===== config.mk =====
export PLATFORM = sky130hd
export DESIGN_NAME = mux_scan_collector_flat
export DESIGN_NICKNAME = d
export VERILOG_FILES = /design/src/rtl/mux_scan_collector_if.sv /design/src/rtl/mux_scan_collector.sv /design/src/flat_wrapper.sv
export SDC_FILE = /design/constraint.sdc
export NUM_CORES = 1
export LEC_CHECK = 0
export BUFFER_PORTS_ARGS = -buffer_cell sky130_fd_sc_hd__clkbuf_2
export CAP_MARGIN = 40
export CORE_UTILIZATION = 55
export CTS_BUF_LIST = sky130_fd_sc_hd__clkbuf_4
export DETAILED_ROUTE_END_ITERATION = 6
export MAX_ROUTING_LAYER = met4
export PLACE_DENSITY = 0.93
export SLEW_MARGIN = 20
export SYNTH_ARGS = -nofsm -noshare
export SYNTH_HDL_FRONTEND = slang
export SYNTH_SLANG_ARGS = --single-unit
export TNS_END_PERCENT = 30

===== constraint.sdc =====
create_clock -name clk -period 2.9 [get_ports clk]
set_clock_uncertainty 0.15 [all_clocks]
set_input_delay 0.145 -clock clk [delete_from_list [all_inputs] [get_ports clk]]
set_output_delay 0.145 -clock clk [all_outputs]
set_load 0.02 [all_outputs]

===== src/rtl/mux_scan_collector_if.sv =====
`default_nettype none
// ============================================================================
// Module  : mux_scan_collector_if
// Brief   : Mux select/sample path and frame handshake of the scan collector.
// Revision: 1.0
// ============================================================================
interface mux_scan_collector_if #(
    parameter int NUM_INPUTS = 31,
    parameter int WIDTH      = 2,
    parameter int SEL_W      = 5
);
    logic                        start;
    logic [WIDTH-1:0]            mux_out;
    logic [SEL_W-1:0]            sel;
    logic                        busy;
    logic [NUM_INPUTS*WIDTH-1:0] frame;
    logic                        frame_valid;
    logic                        frame_ready;
    logic [7:0]                  scan_count;

    modport master (
        input  start, mux_out, frame_ready,
        output sel, busy, frame, frame_valid, scan_count
    );

    modport slave (
        output start, mux_out, frame_ready,
        input  sel, busy, frame, frame_valid, scan_count
    );
endinterface
`default_nettype wire


===== src/rtl/mux_scan_collector.sv =====
`default_nettype none
// ============================================================================
// Module  : mux_scan_collector
// Brief   : Steps the mux select through every input, packs one sample per
//           cycle into a frame and offers it on a valid/ready handshake.
// Revision: 1.0
// ============================================================================
module mux_scan_collector #(
    parameter int NUM_INPUTS = 31,
    parameter int WIDTH      = 2,
    parameter int SEL_W      = 5
) (
    input  logic                    clk,
    input  logic                    reset,
    mux_scan_collector_if.master    bus
);

    typedef enum logic [1:0] {
        S_IDLE = 2'd0,
        S_SCAN = 2'd1,
        S_DONE = 2'd2
    } state_t;

    localparam logic [SEL_W-1:0] c_last_sel = SEL_W'(NUM_INPUTS - 1);
    localparam logic [SEL_W-1:0] c_sel_one  = SEL_W'(1);

    state_t                      r_state;
    state_t                      w_state_next;
    logic [SEL_W-1:0]            r_sel;
    logic [SEL_W-1:0]            w_sel_next;
    logic [NUM_INPUTS*WIDTH-1:0] r_frame;
    logic [NUM_INPUTS*WIDTH-1:0] w_frame_next;
    logic                        r_frame_valid;
    logic                        w_frame_valid_next;
    logic [7:0]                  r_scan_count;
    logic [7:0]                  w_scan_count_next;
    logic                        w_handshake;

    assign w_handshake = r_frame_valid & bus.frame_ready;

    always_ff @(posedge clk or posedge reset) begin
        if (reset) begin
            r_state       <= S_IDLE;
            r_sel         <= '0;
            r_frame       <= '0;
            r_frame_valid <= 1'b0;
            r_scan_count  <= 8'd0;
        end else begin
            r_state       <= w_state_next;
            r_sel         <= w_sel_next;
            r_frame       <= w_frame_next;
            r_frame_valid <= w_frame_valid_next;
            r_scan_count  <= w_scan_count_next;
        end
    end

    always_comb begin
        w_state_next       = r_state;
        w_sel_next         = r_sel;
        w_frame_next       = r_frame;
        w_frame_valid_next = r_frame_valid;
        w_scan_count_next  = r_scan_count;

        case (r_state)
            S_IDLE: begin
                w_sel_next = '0;
                if (bus.start) begin
                    w_state_next = S_SCAN;
                end
            end
            S_SCAN: begin
                for (int k = 0; k < NUM_INPUTS; k++) begin
                    if (r_sel == SEL_W'(k)) begin
                        w_frame_next[k*WIDTH +: WIDTH] = bus.mux_out;
                    end
                end
                // Compare before incrementing so sel never reaches the unused code.
                if (r_sel == c_last_sel) begin
                    w_state_next       = S_DONE;
                    w_frame_valid_next = 1'b1;
                end else begin
                    w_sel_next = r_sel + c_sel_one;
                end
            end
            S_DONE: begin
                if (w_handshake) begin
                    w_state_next       = S_IDLE;
                    w_frame_valid_next = 1'b0;
                    w_sel_next         = '0;
                    w_scan_count_next  = r_scan_count + 8'd1;
                end
            end
            default: begin
                w_state_next       = S_IDLE;
                w_sel_next         = '0;
                w_frame_valid_next = 1'b0;
            end
        endcase
    end

    assign bus.sel         = r_sel;
    assign bus.busy        = (r_state != S_IDLE);
    assign bus.frame       = r_frame;
    assign bus.frame_valid = r_frame_valid;
    assign bus.scan_count  = r_scan_count;

endmodule
`default_nettype wire


===== src/flat_wrapper.sv =====
// flat-port wrapper written by rule: the top's interface ports become plain ports
module mux_scan_collector_flat 
#(
    parameter int NUM_INPUTS = 31,
    parameter int WIDTH      = 2,
    parameter int SEL_W      = 5
)
  (clk, reset, bus_start, bus_mux_out, bus_frame_ready, bus_sel, bus_busy, bus_frame, bus_frame_valid, bus_scan_count);
  mux_scan_collector_if #(.NUM_INPUTS(NUM_INPUTS), .WIDTH(WIDTH), .SEL_W(SEL_W)) bus_i ();
  input  logic clk;
  input  logic reset;
  input wire logic [$bits(bus_i.start)-1:0] bus_start;
  input wire logic [$bits(bus_i.mux_out)-1:0] bus_mux_out;
  input wire logic [$bits(bus_i.frame_ready)-1:0] bus_frame_ready;
  output wire logic [$bits(bus_i.sel)-1:0] bus_sel;
  output wire logic [$bits(bus_i.busy)-1:0] bus_busy;
  output wire logic [$bits(bus_i.frame)-1:0] bus_frame;
  output wire logic [$bits(bus_i.frame_valid)-1:0] bus_frame_valid;
  output wire logic [$bits(bus_i.scan_count)-1:0] bus_scan_count;
  assign bus_i.start = bus_start;
  assign bus_i.mux_out = bus_mux_out;
  assign bus_i.frame_ready = bus_frame_ready;
  assign bus_sel = bus_i.sel;
  assign bus_busy = bus_i.busy;
  assign bus_frame = bus_i.frame;
  assign bus_frame_valid = bus_i.frame_valid;
  assign bus_scan_count = bus_i.scan_count;
  mux_scan_collector #(.NUM_INPUTS(NUM_INPUTS), .WIDTH(WIDTH), .SEL_W(SEL_W)) u_core (.clk(clk), .reset(reset), .bus(bus_i));
endmodule

=== Word-level counts from Yosys, hierarchy flattened ===
Index checks and enable logic that the tools add are counted.

* Add/subtract/negate cells: 2
* $mul: 0
* Div/mod/pow operators: 0
* $lt $le $gt $ge: 0
* Equal/unequal tests: 36
* Shift operators: 0
* Multiplexer cells: 10
* Bitwise logic cells: 2
* Reductions and logical operators: 38

{| class="wikitable"
|+ Operators with widths
! operator !! number
|-
| $eq 5x5->1 const B || 15
|-
| $reduce_and 2->1 || 33
|-
| $eq 5x4->1 const B || 8
|-
| $eq 5x3->1 const B || 4
|-
| $eq 5x2->1 const B || 2
|-
| $mux 5 || 2
|-
| $pmux 5 s2 || 1
|-
| $add 8x1->8 const B || 1
|-
| $mux 2 || 3
|-
| $pmux 2 s3 || 1
|-
| $reduce_and 3->1 || 2
|-
| $add 5x1->5 const B || 1
|-
| $eq 5x1->1 const B || 1
|-
| $logic_not 5->1 || 1
|-
| $ne 2x1->1 const B || 2
|-
| $ne 2x2->1 const B || 2
|-
| $pmux 1 s3 || 1
|-
| $eq 2x1->1 const B || 1
|-
| $eq 2x2->1 const B || 1
|-
| $logic_not 2->1 || 1
|-
| $mux 1 || 2
|-
| $reduce_bool 2->1 || 1
|-
| $and 1x1->1 || 1
|-
| $not 1->1 || 1
|}

* Register bits: 78
* Bits in latches: 0
* RAM bits: 0
* ROM bits: 0
* Output and inout bits: 77
* Word-level logic and storage cells: 123
* Memories: 0

=== Longest topological paths before layout ===
Gate-level depths: netlist of the first run.

* Depth in word-level cells: 3
* Depth in mapped cells: 5
* Gate-level depth less buffers: 5

=== Least setup slack after synthesis of the first run ===
OpenSTA, ideal clock, no wires.

* Kind: register to register
* Start point: register u_core.r_sel[0], in the netlist u_core.bus.sel[0]
* End point: register u_core.r_frame[60], in the netlist u_core.bus.frame[60]
* Data arrival time: 1522 ps
* Data required time: 2625 ps
* Setup slack: 1103 ps
* Stages on the path, launching flop included: 6
* Path buffers: 0
* Clock period less this slack: 1797 ps
* Cell sequence: dfrtp_1 inv_1 ha_1 nand4b_1 nor2_2 mux2_2

* Cells in the longest elaborated chain, start to end: 2

{| class="wikitable"
|+ Ends and longest elaborated chain
! what !! RTL line !! RTL
|-
| from (decl) || mux_scan_collector.sv:29 || <nowiki>logic [SEL_W-1:0] r_sel;</nowiki>
|-
| from (signal assigned) || mux_scan_collector.sv:50 || <nowiki>r_sel <= w_sel_next;</nowiki>
|-
| $eq 5x5->1 || mux_scan_collector.sv:73 || <nowiki>if (r_sel == SEL_W'(k)) begin</nowiki>
|-
| $reduce_and 2->1 (no source line) || -- ||
|-
| to (signal assigned) || mux_scan_collector.sv:51 || <nowiki>r_frame <= w_frame_next;</nowiki>
|-
| to (decl) || mux_scan_collector.sv:31 || <nowiki>logic [NUM_INPUTS*WIDTH-1:0] r_frame;</nowiki>
|}

Every way passes these cells.
A chain may end at the register's enable or synchronous reset.

=== Final worst setup path of the first run ===
* Start point: register u_core.r_sel[0], in the netlist u_core.bus.sel[0]
* End point: register u_core.r_frame[45], in the netlist u_core.bus.frame[45]

The elaborated chain is that of the path after synthesis.

==> run_results.csv, run 1 <==
group,metric,value,unit
status,status,"complete, no violations",
route,drt_iter0_markers,136,
clock_network,ctsResizeCount,0,
clock_network,clock_path_buffers,2,
sta,min_period_over_period,66.2,%
route,drtAntennaViolNets,0,
sta,period_minus_slack,1.92,ns
route,vias_per_cell,5.47,
sta,slew_headroom,59.7,%
layout,fin_nets,347,
critical_path,cp_top_family,"simple AND/OR/NAND/NOR gates",
clock_network,cts_buffers,9,
clock_network,clock_sinks,78,
critical_path,path_class,"register to register",
critical_path,crit_chain,"inv_1 -> ha_1 -> nand4b_1 -> nor2_1 -> mux2_2",
layout,diodes,0,
sta,tightest_slew,0.604,ns
critical_path,r2r_cells,5,
layout,n_fill_cell,440,
floorplanning,core_area,0.00589,mm2
floorplanning,floorplan.die_area,0.00639,mm2
clock_network,clock_latency,0.41,ns
layout,final_util,67.6,%
clock_network,cts_setup_buffers,0,
placement,port-buffer-count,82,
logic_synthesis,synth_edf_count,0,
sta,fmax,0.521,GHz
critical_path,worstPathRequired,3.06,ns
clock_network,cts.htree.levels,3,
grt,grt_pass1_wl,11000,um
critical_path,worst-path-stages,5,
route,drc,0,
grt,antenna_found_initial,0,
pwr,finalPower,4.62,mW
grt,grt_max_degree,63,
route,num_vias,2269,
critical_path,r2r-start,"u_core.bus.sel[0]",
grt,grt_pass1_vias,2258,
layout,layout_common_cells,"clkbuf_2, dfrtp_1, mux2_2",
floorplanning,std_cell_rows,28,
logic_synthesis,ys.flop_type,"dfrtp_1",
clock_network,cts_hold_buf,3,
critical_path,worstSetupEndpointType,"register",
placement,gp_congestion,0.922,
job,cap_violations,0,
logic_synthesis,synth_nets,262,
critical_path,worst_path_max_delay_cell,"dfrtp_1",
critical_path,cp_num_buf_inv,1,
floorplanning,die_y,80.0,um
logic_synthesis,ys_ff_latch,78,
clock_network,cts-root-buf,"clkbuf_4",
pwr,vdd_drop_max,0.000627,V
floorplanning,dieWidth,80.0,um
critical_path,worstReg2RegEnd,"u_core.bus.frame[45]",
route,routed_wl,6860,um
pwr,p_leak,1.93,nW
sta,final.setup.tns,0,ns
sta,drv_slew,0,
logic_synthesis,syn_area_per_cell,13.4,um2
critical_path,cp_slowest_stage_delay,0.45,ns
placement,placed_area,0.00383,mm2
grt,grt_overflow_total,0,
placement,hpwlAfterDp,4900,um
critical_path,worstPathMaxFanout,5,
critical_path,startpoint_type,"register",
logic_synthesis,netlist_instances,250,
sta,rsz0062_at_grt,"false",
pwr,p_per_area,1160,mW/mm2
layout,fin_area,0.00398,mm2
clock_network,clk_pin_slew,0.11,ns
sta,hold_viol,0,
grt,grt_use_total,24.1,%
sta,setup_violations,0,
logic_synthesis,synthesis.area,0.00334,mm2
layout,synthToLayoutAreaGrowth,19.0,%
sta,timing.hold.ws,0.116,ns
route,first_pass_iters,4,
route,wire_per_inst,16.5,um
floorplanning,ios,83,
logic_synthesis,seq_area_frac_synth,58.4,%
logic_synthesis,postSynth.asyncResetShare,100,%
layout,final_common_cell,"clkbuf_2",
critical_path,worstPathArrival,2.08,ns
logic_synthesis,synth_cell_types,32,
critical_path,reg2reg_slack,0.98,ns
min_path,hp-class,"input port to async pin",
floorplanning,start_util,56.8,%
clock_network,cts_tree,"yes",
layout,drive_above_1_share,48.5,%
logic_synthesis,yosysWarnings,0,
-- cells by family after synthesis --
group / count (synthesis) / share of synthesized area, %
buffers and inverters: 18 / 2.25
adders and majority gates: 6 / 2.25
muxes: 64 / 21.5
xor gates and xnor gates: 7 / 1.83
AOI/OAI and AO/OA: 11 / 2.58
and+or+nand+nor: 66 / 11.2
DFF: 78 / 58.4
-- sequential cells by signal (all words and copies together), names as in the netlist --
name	flops
u_core.bus.sel	5
u_core.r_state	2
u_core.bus.frame_valid	1
u_core.bus.frame	62
u_core.bus.scan_count	8
-- tightest hold or removal path: cells and delay by family --
family	cells	cell delay, ns
buffers and inverters	4	0.92
-- metrics by stage --
stage,setup slack (ns),instances
finish,0.981,415
global route,0.886,415
detailed placement,1.02,396
floorplan,0.610,250
CTS,0.995,415
global placement,1.10,395
-- power by group --
| group | total [mW] | switching [mW] | internal, mW |
|---|---|---|---|
| Sequential | 1.90 | 0.338 | 1.57 |
| Clock | 0.602 | 0.352 | 0.249 |
| Combinational | 2.11 | 1.25 | 0.862 |
| Total | 4.62 | 1.94 | 2.68 |
-- area by class of cell --
type	count	area, um2	area share (%)
flip-flops and latches	78	1950	49.1
multi-input cells	154	1320	33.1
repair buffers	87	475	11.9
well taps	75	93.8	2.36
clock buffers	9	67.6	1.70
clock inverters	7	55.1	1.38
inverters	5	18.8	0.472
-- worst max-delay path by stage --
stage | from | to | slack [ns]
CTS | u_core.bus.sel[0] | u_core.bus.frame[60] | 0.99
global placement | u_core.bus.sel[0] | u_core.bus.frame[60] | 1.10
floorplan | reset | u_core.bus.frame[0] | 0.61
global route | u_core.bus.sel[0] | u_core.bus.frame[60] | 0.89
detailed placement | u_core.bus.sel[0] | u_core.bus.frame[61] | 1.02
finish | u_core.bus.sel[0] | u_core.bus.frame[45] | 0.98
-- per-layer routing --
metal  track usage, %  share of wire, %
met2             37.1                50
met3             4.34               3.2
met4             13.6               2.3
met1             30.2                44
met5                -                 0
-- cell usage after synthesis, types with 4 or more instances --
cell type / count / share of area [%]
mux2_2: 63 / 21
ha_1: 6 / 2.2
nor2_1: 11 / 1.2
dfrtp_1: 78 / 58
clkbuf_1: 7 / 0.79
nand4_1: 5 / 0.94
xnor2_1: 6 / 1.6
nand4b_1: 4 / 1.0
inv_1: 5 / 0.56
nand2b_1: 6 / 1.1
nor2b_1: 4 / 0.75
nand2_1: 23 / 2.6
buf_2: 6 / 0.90
Power figures use the tool's default switching activity.
==> inputs of run 2 (changes only) <==
- ABC_AREA: unset -> 1
- CORE_UTILIZATION: 55 -> 49
- PLACE_DENSITY: 0.93 -> 0.88
- clock period: 2.9 -> 1.6 ns (I/O delays scaled with it)
==> run_results.csv, run 2 <==
group,metric,value,unit
min_path,hp-class,"input port to register",
clock_network,cts-root-buf,"clkbuf_4",
route,num_vias,2911,
floorplanning,dieWidth,84.0,um
logic_synthesis,synth_nets,388,
logic_synthesis,yosysTopAreaCellShare,59.2,%
status,status,"complete, but fails checks",
critical_path,path_class,"register to register",
logic_synthesis,seq_area_frac_synth,59.2,%
sta,final.setup.tns,0,ns
sta,period_minus_slack,1.59,ns
logic_synthesis,syn_area_per_cell,8.77,um2
critical_path,worstPathArrival,1.75,ns
critical_path,crit_chain,"inv_1 -> nand2_1 -> nor2_1 -> nand2_1 -> nand2_1 -> o21ai_1",
sta,setup_violations,0,
logic_synthesis,ys_ff_latch,78,
critical_path,cp_common_cell,"nand2_1",
grt,grt_pass1_vias,2810,
grt,grt_use_total,24.6,%
logic_synthesis,synth_cell_types,20,
pwr,vdd_drop_max,0.00117,V
route,routed_wl,8100,um
pwr,p_per_area,2080,mW/mm2
logic_synthesis,synthTopCellsByArea,"dfrtp_1, nand2_1, o21ai_0",
sta,fin_ws,0.00550,ns
placement,hpwlAfterDp,5560,um
pwr,p_leak,2.13,nW
logic_synthesis,ys.flop_type,"dfrtp_1",
layout,diodes,0,
layout,layout_common_cells,"nand2_1, clkbuf_2, dfrtp_1",
floorplanning,core_area,0.00642,mm2
grt,grt_pass1_wl,13100,um
critical_path,startpoint_type,"register",
status,violations,"design-rule violations",
logic_synthesis,synth_top_cell_by_area,"dfrtp_1",
layout,fin_nets,489,
grt,antenna_found_initial,0,
layout,synthToLayoutAreaGrowth,28.4,%
sta,tightest_slew,0.557,ns
clock_network,clk_pin_slew,0.13,ns
sta,min_period_over_period,99.7,%
clock_network,cts_tree,"yes",
sta,hold_viol,0,
logic_synthesis,synthesis.area,0.00330,mm2
grt,grt_max_degree,32,
logic_synthesis,yosysWarnings,0,
floorplanning,die_y,84.0,um
route,drt_iter0_markers,236,
clock_network,clock_latency,0.42,ns
clock_network,clock_sinks,78,
clock_network,cts_buffers,9,
critical_path,worstSetupEndpointType,"register",
layout,largest_reg_flops,62,
placement,gp_congestion,0.832,
logic_synthesis,synth_edf_count,0,
pwr,finalPower,8.82,mW
critical_path,worstPathMaxFanout,9,
sta,fmax,0.627,GHz
logic_synthesis,postSynth.asyncResetShare,100,%
route,drtAntennaViolNets,0,
sta,rsz0062_at_grt,"true",
clock_network,clock_path_buffers,2,
sta,slew_headroom,62.8,%
floorplanning,floorplan.die_area,0.00706,mm2
placement,port-buffer-count,82,
floorplanning,start_util,51.3,%
floorplanning,ios,83,
logic_synthesis,netlist_instances,376,
route,vias_per_cell,5.21,
clock_network,cts.htree.levels,3,
layout,drive_above_1_share,31.5,%
route,wire_per_inst,14.5,um
logic_synthesis,synth_common_cells,"nand2_1, dfrtp_1, o21ai_0, nor2_1, inv_1",
placement,post-place-ws,-0.0136,ns
floorplanning,std_cell_rows,29,
route,drc,12,
layout,final_util,65.9,%
critical_path,worstPathRequired,1.76,ns
layout,final_common_cell,"nand2_1",
critical_path,cp_slowest_stage_delay,0.49,ns
grt,grt_overflow_total,0,
critical_path,worst_path_max_delay_cell,"dfrtp_2",
sta,drv_slew,0,
logic_synthesis,yosysMostFrequentCell,"nand2_1",
min_path,whs_path_depth,4,
critical_path,r2r_cells,6,
job,cap_violations,0,
route,first_pass_iters,6,
[run 2: routing by layer]
metal / track usage, % / part of all wire, %
met4: 10.0 / 1.9
met2: 39.6 / 49
met1: 31.4 / 44
met5: - / 0
met3: 3.76 / 5.3
[run 2: critical path, delay by kind of cell (launching register included)]
family	cells	cell delay, ns
DFF	1	0.49
buffers and inverters	1	0.15
and+or+nand+nor	4	0.64
AOI/OAI and AO/OA	1	0.06
[run 2: area by class of cell]
type | instances | area, um2
clock buffer | 11 | 82.6
clock inverter | 5 | 108
fill | 514 | 2190
inverter | 25 | 97.6
multi-input combinational | 264 | 1290
sequential | 78 | 1960
tap | 77 | 96.3
timing repair buffer | 99 | 596
[run 2: where the power goes]
part	internal, mW	total (mW)	switching, mW
logic	1.34	3.95	2.61
registers	2.79	3.36	0.575
clock network	0.833	1.51	0.674
total	4.96	8.82	3.86
[run 2: cell families after synthesis]
group	after synthesis	share of synthesized area (%)
and+or+nand+nor	188	23.0
DFF	78	59.2
AOI/OAI and AO/OA	66	10.0
buffers and inverters	34	4.37
adders and majority gates	6	2.28
xor gates and xnor gates	4	1.06
[run 2: what timing repair did]
item	4_1_cts	5_1_grt
hold buffers	3	0
cloned	0	0
setup buffers	2	2
gates resized for setup	1	37
setup endpoints to repair	2	40
pin swaps	0	2
endpoints found under the hold margin	85	0
[run 2: final timing paths]
check | to | slack (ns) | start
max | u_core.bus.frame[54] | 0.006 | u_core.bus.sel[2]
min | u_core.bus.frame[35] | 0.01 | bus_mux_out[1]
max reg2reg | u_core.bus.frame[54] | 0.006 | u_core.bus.sel[2]
min reg2reg | u_core.bus.frame[27] | 0.35 | u_core.bus.frame[27]
max in group asynchronous | u_core.bus.sel[1] | 0.67 | reset
min in group asynchronous | u_core.bus.frame[42] | 0.09 | reset
[run 2: metrics by stage]
stage	hold WS [ns]	cells	area (um2)
after global placement	-0.00564	536	3880
after detailed placement	0.00318	536	3880
final	0.0149	559	4230
after CTS	0.0119	557	4120
after global routing	0.0244	559	4230
after floorplan	0.0479	376	3300
